$ cat src/rtl/loader_pkg.sv
// Shared encodings for the host-side memory loader: command opcodes and FSM states.
package loader_pkg;

  localparam logic [1:0] OP_WR_IMEM = 2'b00;
  localparam logic [1:0] OP_WR_DMEM = 2'b01;
  localparam logic [1:0] OP_RD_DMEM = 2'b10;
  localparam logic [1:0] OP_RUN     = 2'b11;

  localparam logic [2:0] ST_IDLE    = 3'd0;
  localparam logic [2:0] ST_WRITE   = 3'd1;
  localparam logic [2:0] ST_RD_REQ  = 3'd2;
  localparam logic [2:0] ST_RD_WAIT = 3'd3;
  localparam logic [2:0] ST_RUN     = 3'd4;
  localparam logic [2:0] ST_RESP    = 3'd5;

endpackage

$ cat src/rtl/reg_arstn_en.sv
// Enabled register with asynchronous active-low clear.
module reg_arstn_en #(
  parameter int unsigned W = 1
) (
  input  logic         clk,
  input  logic         arst_n,
  input  logic         en,
  input  logic [W-1:0] d,
  output logic [W-1:0] q
);

  always_ff @(posedge clk or negedge arst_n) begin
    if (!arst_n)  q <= '0;
    else if (en)  q <= d;
  end

endmodule

$ cat src/rtl/mem_loader.sv
// Host command engine: loads CPU instruction/data memories, reads data memory back,
// and runs the CPU for a counted number of cycles, answering on a response channel.
module mem_loader
  import loader_pkg::*;
#(
  parameter int unsigned ADDR_W = 64,
  parameter int unsigned CNT_W  = 32
) (
  input  logic              clk,
  input  logic              arst_n,
  input  logic              cmd_valid,
  output logic              cmd_ready,
  input  logic [1:0]        cmd_op,
  input  logic [ADDR_W-1:0] cmd_addr,
  input  logic [63:0]       cmd_wdata,
  output logic              rsp_valid,
  input  logic              rsp_ready,
  output logic [63:0]       rsp_rdata,
  output logic              enable,
  output logic [ADDR_W-1:0] addr_ext,
  output logic              wen_ext,
  output logic              ren_ext,
  output logic [31:0]       wdata_ext,
  output logic [ADDR_W-1:0] addr_ext_2,
  output logic              wen_ext_2,
  output logic              ren_ext_2,
  output logic [63:0]       wdata_ext_2,
  input  logic [63:0]       rdata_ext_2
);

  logic [2:0]       state;
  logic             rst_done;
  logic [1:0]       op_q;
  logic [CNT_W-1:0] counter;
  logic [CNT_W-1:0] count_q;
  logic             accept;
  logic             is_imem_wr;
  logic             is_dmem_wr;
  logic             is_dmem_rd;
  logic             is_run;

  assign cmd_ready  = rst_done && (state == ST_IDLE);
  assign accept     = cmd_valid && cmd_ready;
  assign is_imem_wr = (cmd_op == OP_WR_IMEM);
  assign is_dmem_wr = (cmd_op == OP_WR_DMEM);
  assign is_dmem_rd = (cmd_op == OP_RD_DMEM);
  assign is_run     = (cmd_op == OP_RUN);

  // Address/data registers load only on their own access type, so each port
  // keeps its last address while other commands run.
  reg_arstn_en #(.W(2)) u_op (
    .clk(clk), .arst_n(arst_n), .en(accept), .d(cmd_op), .q(op_q)
  );
  reg_arstn_en #(.W(ADDR_W)) u_addr_imem (
    .clk(clk), .arst_n(arst_n), .en(accept && is_imem_wr), .d(cmd_addr), .q(addr_ext)
  );
  reg_arstn_en #(.W(32)) u_wdata_imem (
    .clk(clk), .arst_n(arst_n), .en(accept && is_imem_wr), .d(cmd_wdata[31:0]), .q(wdata_ext)
  );
  reg_arstn_en #(.W(ADDR_W)) u_addr_dmem (
    .clk(clk), .arst_n(arst_n), .en(accept && (is_dmem_wr || is_dmem_rd)), .d(cmd_addr),
    .q(addr_ext_2)
  );
  reg_arstn_en #(.W(64)) u_wdata_dmem (
    .clk(clk), .arst_n(arst_n), .en(accept && is_dmem_wr), .d(cmd_wdata), .q(wdata_ext_2)
  );
  reg_arstn_en #(.W(CNT_W)) u_count (
    .clk(clk), .arst_n(arst_n), .en(accept && is_run), .d(cmd_wdata[CNT_W-1:0]), .q(count_q)
  );

  // Strobes decode from registered state/op only; reset forces IDLE so all drop at once.
  assign wen_ext   = (state == ST_WRITE) && (op_q == OP_WR_IMEM);
  assign wen_ext_2 = (state == ST_WRITE) && (op_q == OP_WR_DMEM);
  assign ren_ext_2 = (state == ST_RD_REQ);
  assign ren_ext   = 1'b0;
  assign enable    = (state == ST_RUN);
  assign rsp_valid = (state == ST_RESP);

  always_ff @(posedge clk or negedge arst_n) begin
    if (!arst_n) begin
      state     <= ST_IDLE;
      counter   <= '0;
      rst_done  <= 1'b0;
      rsp_rdata <= '0;
    end else begin
      rst_done <= 1'b1;
      case (state)
        ST_IDLE: begin
          if (accept) begin
            if (is_imem_wr || is_dmem_wr) begin
              state <= ST_WRITE;
            end else if (is_dmem_rd) begin
              state <= ST_RD_REQ;
            end else if (cmd_wdata[CNT_W-1:0] == '0) begin
              state     <= ST_RESP;
              rsp_rdata <= '0;
            end else begin
              counter <= cmd_wdata[CNT_W-1:0];
              state   <= ST_RUN;
            end
          end
        end
        ST_WRITE:   state <= ST_IDLE;
        ST_RD_REQ:  state <= ST_RD_WAIT;
        ST_RD_WAIT: begin
          rsp_rdata <= rdata_ext_2;
          state     <= ST_RESP;
        end
        ST_RUN: begin
          counter <= counter - CNT_W'(1);
          if (counter == CNT_W'(1)) begin
            state     <= ST_RESP;
            rsp_rdata <= 64'(count_q);
          end
        end
        ST_RESP: begin
          if (rsp_ready) state <= ST_IDLE;
        end
        default: state <= ST_IDLE;
      endcase
    end
  end

endmodule

$ cat config.mk
export PLATFORM = sky130hd
export DESIGN_NAME = mem_loader
export DESIGN_NICKNAME = d
export VERILOG_FILES = /design/src/rtl/loader_pkg.sv /design/src/rtl/reg_arstn_en.sv /design/src/rtl/mem_loader.sv
export SDC_FILE = /design/constraint.sdc
export NUM_CORES = 1
export LEC_CHECK = 0
export ABC_CLOCK_PERIOD_IN_PS = 3500
export CAP_MARGIN = 20
export CORE_AREA = 5 5 190 192
export DETAILED_ROUTE_END_ITERATION = 12
export DIE_AREA = 0 0 195 197
export GPL_ROUTABILITY_DRIVEN = 0
export PLACE_DENSITY_LB_ADDON = 0.08
export REMOVE_ABC_BUFFERS = 1
export SLEW_MARGIN = 40
export SYNTH_ARGS = -nofsm -noshare
export SYNTH_HDL_FRONTEND = slang
export SYNTH_SLANG_ARGS = --single-unit
$ cat constraint.sdc
create_clock -name clk -period 3.5 [get_ports clk]
set_clock_uncertainty 0.2 [all_clocks]
set_input_delay 0.35 -clock clk [delete_from_list [all_inputs] [get_ports clk]]
set_output_delay 0.35 -clock clk [all_outputs]
set_load 0.005 [all_outputs]
==> results.yml <==
placed_design:
  placed_area_mm2: 0.0205
  dp_slack_ns: 0.211
  dpl.cell_count: 1964
  io_buffers: 491
  hpwl_um: 34200
setup_path:
  crit_path_end_kind: "output port"
  cp_num_buf_inv: 3
  critical_path.top_delay_family: "buffers and inverters"
  crit_cells: 4
  cp.arrival_ns: 2.55
  start_kind: "register"
  critPathKind: "register to output port"
  worstReg2RegStart: "state[2]"
  cp_cell_sequence: "buf_4 > inv_1 > nor2_1 > clkdlybuf4s50_1"
  crit_fanout: 27
  crit_required_ns: 2.95
  reg2regPathDepth: 6
  critPathMaxStageDelay_ns: 0.55
  cpMaxStageDelayCell: "clkdlybuf4s50_1"
  crit_path_start: "state[2]"
logic_synthesis:
  seq_area_frac_synth_pct: 60.2
  synth.largest_area_cell: "dfrtp_1"
  synthAdderAreaFrac_pct: 0.504
  synth_area_leaders: "dfrtp_1, mux2_2, mux2_1, a22o_1, buf_2"
  synth.most_common_cell: "dfrtp_1"
  synth_top_family_by_area: "multiplexers"
  yosysTopAreaCellShare_pct: 60.2
  synthMuxAreaShare_pct: 22.1
  ys_types: 64
  yosysWarnings: 0
  synth_area_mm2: 0.0149
  synthSimpleGateAreaFrac_pct: 5.67
  synth-async-reset-ratio_pct: 100
  synth-seq-cells: 358
  netlist_instances: 1048
  synthTopCellsByCount: "dfrtp_1, mux2_2, mux2_1"
  ys_dominant_reg_cell: "dfrtp_1"
  synth_enable_flop_cells: 0
  yosys.area_share.xor_xnor_pct: 0
  synth-compound-area-share_pct: 9.11
  syn_avg_cell_area_um2: 14.2
final_layout:
  drive_above_1_share_pct: 22.0
  multiInputGateArea_mm2: 0.00561
  finish.instance_area_mm2: 0.0218
  area.sequential_mm2: 0.00896
  nFillCells: 2754
  area_growth_syn_to_layout_pct: 46.7
  fin_cells: 2040
  finish.utilization_pct: 63.8
  fin_nets: 1758
routing:
  routed_wl_um: 46800
  ant_nets: 0
  wl_per_cell_um: 23.0
  drcViolationCount: 0
  drt_iter0_drc: 603
  dr.pass1.iters: 5
  viasPerCell: 5.38
  vias: 11000
power:
  power_density_mw_per_mm2: 838
  fin_total_pwr_mw: 18.3
  irDropWorstVdd_v: 0.000580
  power_leakage_nw: 9.52
cts:
  cts-root-buf: "clkbuf_16"
  numCtsBuffers: 41
  cts_tree: "done"
  cts_setup_buffers: 0
  post_cts_resized: 0
  clock_latency_ns: 0.52
  cts_num_sinks: 358
  clockBufferDepth: 3
  htree_levels: 2
  clkTransAtPathRegs_ns: 0.06
grt:
  grt_pass1_wl_um: 71900
  grt_max_degree: 97
  antenna_found_initial: 6
  grt.overflow.total: 0
  track_usage_pct: 23.8
  grt_pass1_vias: 11700
floorplanning:
  die-height_um: 197
  die_w_um: 195
  start_util_pct: 43.5
  coreArea_mm2: 0.0342
  rows: 68
  ioPinCount: 493
  die_area_mm2: 0.0384
sta:
  fin_ws_ns: 0.399
  rsz0062_at_grt: "false"
  setup_tns_ns: 0
  finalCritPeriodShare_pct: 88.6
  tightest_slew_ns: 0.785
  clock.fmax_ghz: 0.323
  period_needed_ns: 3.10
  hold_viol_final: 0
  hold_slack_ns: 0.144
  setup_viol: 0
  drv_slew: 0
  max_slew_margin_pct: 47.7
outcome:
  status: "finished clean"
worst_hold_path:
  min_path_type: "input pin to asynchronous set/reset pin"
flow_run:
  maxCapViolations: 0
worst paths after layout:
check	slack [ns]	to
setup / recovery	0.40	rsp_valid
min in group clk	0.23	u_wdata_dmem.q[62]
setup reg to reg	0.65	counter[0]
max in group asynchronous	2.18	u_wdata_dmem.q[57]
hold / removal	0.14	rsp_rdata[61]
hold reg to reg	0.29	rsp_rdata[20]
flip-flops by register name, summed over array words and instances, names as in the netlist:
name,count
u_op.q,2
rsp_rdata,64
counter,32
u_count.q,32
u_addr_imem.q,64
rst_done,1
state,3
u_addr_dmem.q,64
u_wdata_imem.q,32
u_wdata_dmem.q,64
worst register-to-register path, stage by stage, from the launching register on:
cell     delay [ns]
dfrtp_1        0.50
buf_4          0.30
inv_1          0.46
a21o_1         0.63
buf_4          0.28
nor3b_1        0.06
o32a_1         0.30
cell usage in the layout, fill, tap and decap left out, types with 3 or more instances in the layout:
cell / netlist / layout
nor2_1: 28 / 27
o22a_1: 11 / 11
clkinv_2: 0 / 6
nand4_1: 4 / 4
clkdlybuf4s50_1: 0 / 490
clkbuf_16: 0 / 41
a22oi_1: 4 / 4
nor4_2: 2 / 3
ha_1: 6 / 6
buf_12: 0 / 8
a31oi_1: 7 / 7
nand3_1: 9 / 8
dfrtp_1: 358 / 358
o31a_1: 3 / 3
a41oi_1: 4 / 4
o211ai_1: 3 / 3
clkbuf_1: 27 / 7
o31ai_1: 12 / 12
a211oi_1: 8 / 8
buf_4: 2 / 29
a2bb2oi_1: 4 / 4
or4_1: 10 / 10
nor4_1: 20 / 19
nor3b_1: 3 / 3
o21ai_0: 15 / 15
a221oi_1: 4 / 4
a21oi_1: 16 / 16
mux2_1: 68 / 68
nor3_1: 23 / 23
inv_1: 9 / 9
clkbuf_8: 0 / 17
or3_1: 5 / 5
a22o_1: 64 / 64
mux2_2: 224 / 224
nand2_1: 18 / 15
metal layers:
metal  vias to the layer above  GRT usage (%)  wire length [um]
li1                       4938              -                 -
met1                      5549           28.7             17900
met2                       403           39.8             23000
met3                        79           9.35              4510
met4                         8           6.85              1340
met5                         -              0                65
where the power goes:
group	internal [mW]	total (mW)	leakage, nW	switching (mW)
clock	2.51	4.15	0.663	1.64
sequential	5.94	7.07	4.55	1.13
combinational	4.37	7.08	4.30	2.71
total	12.8	18.3	9.52	5.48
kinds of logic (layout without fill, tap and decap cells):
kind of cell,Yosys count,after routing
muxes,292,292
buffers and inverters,77,612
other,2,4
DFF,358,358
AOI/OAI and AO/OA,172,172
and+or+nand+nor,141,141
adders and majority gates,6,6
cell type report:
class	instances	area share [%]
Antenna cell	2	0.0229
Tap cell	455	2.61
Clock buffer	65	5.89
Clock inverter	7	0.178
Timing Repair Buffer	530	24.4
Inverter	10	0.172
Multi-Input combinational cell	613	25.7
Sequential cell	358	41.0
repair_timing:
item / in CTS / in global routing
endpoints found under the hold margin: 89 / 0
hold buffers: 1 / 0
endpoints found under the setup margin: 0 / 0
Note: power is estimated with default switching activity, not from simulation.
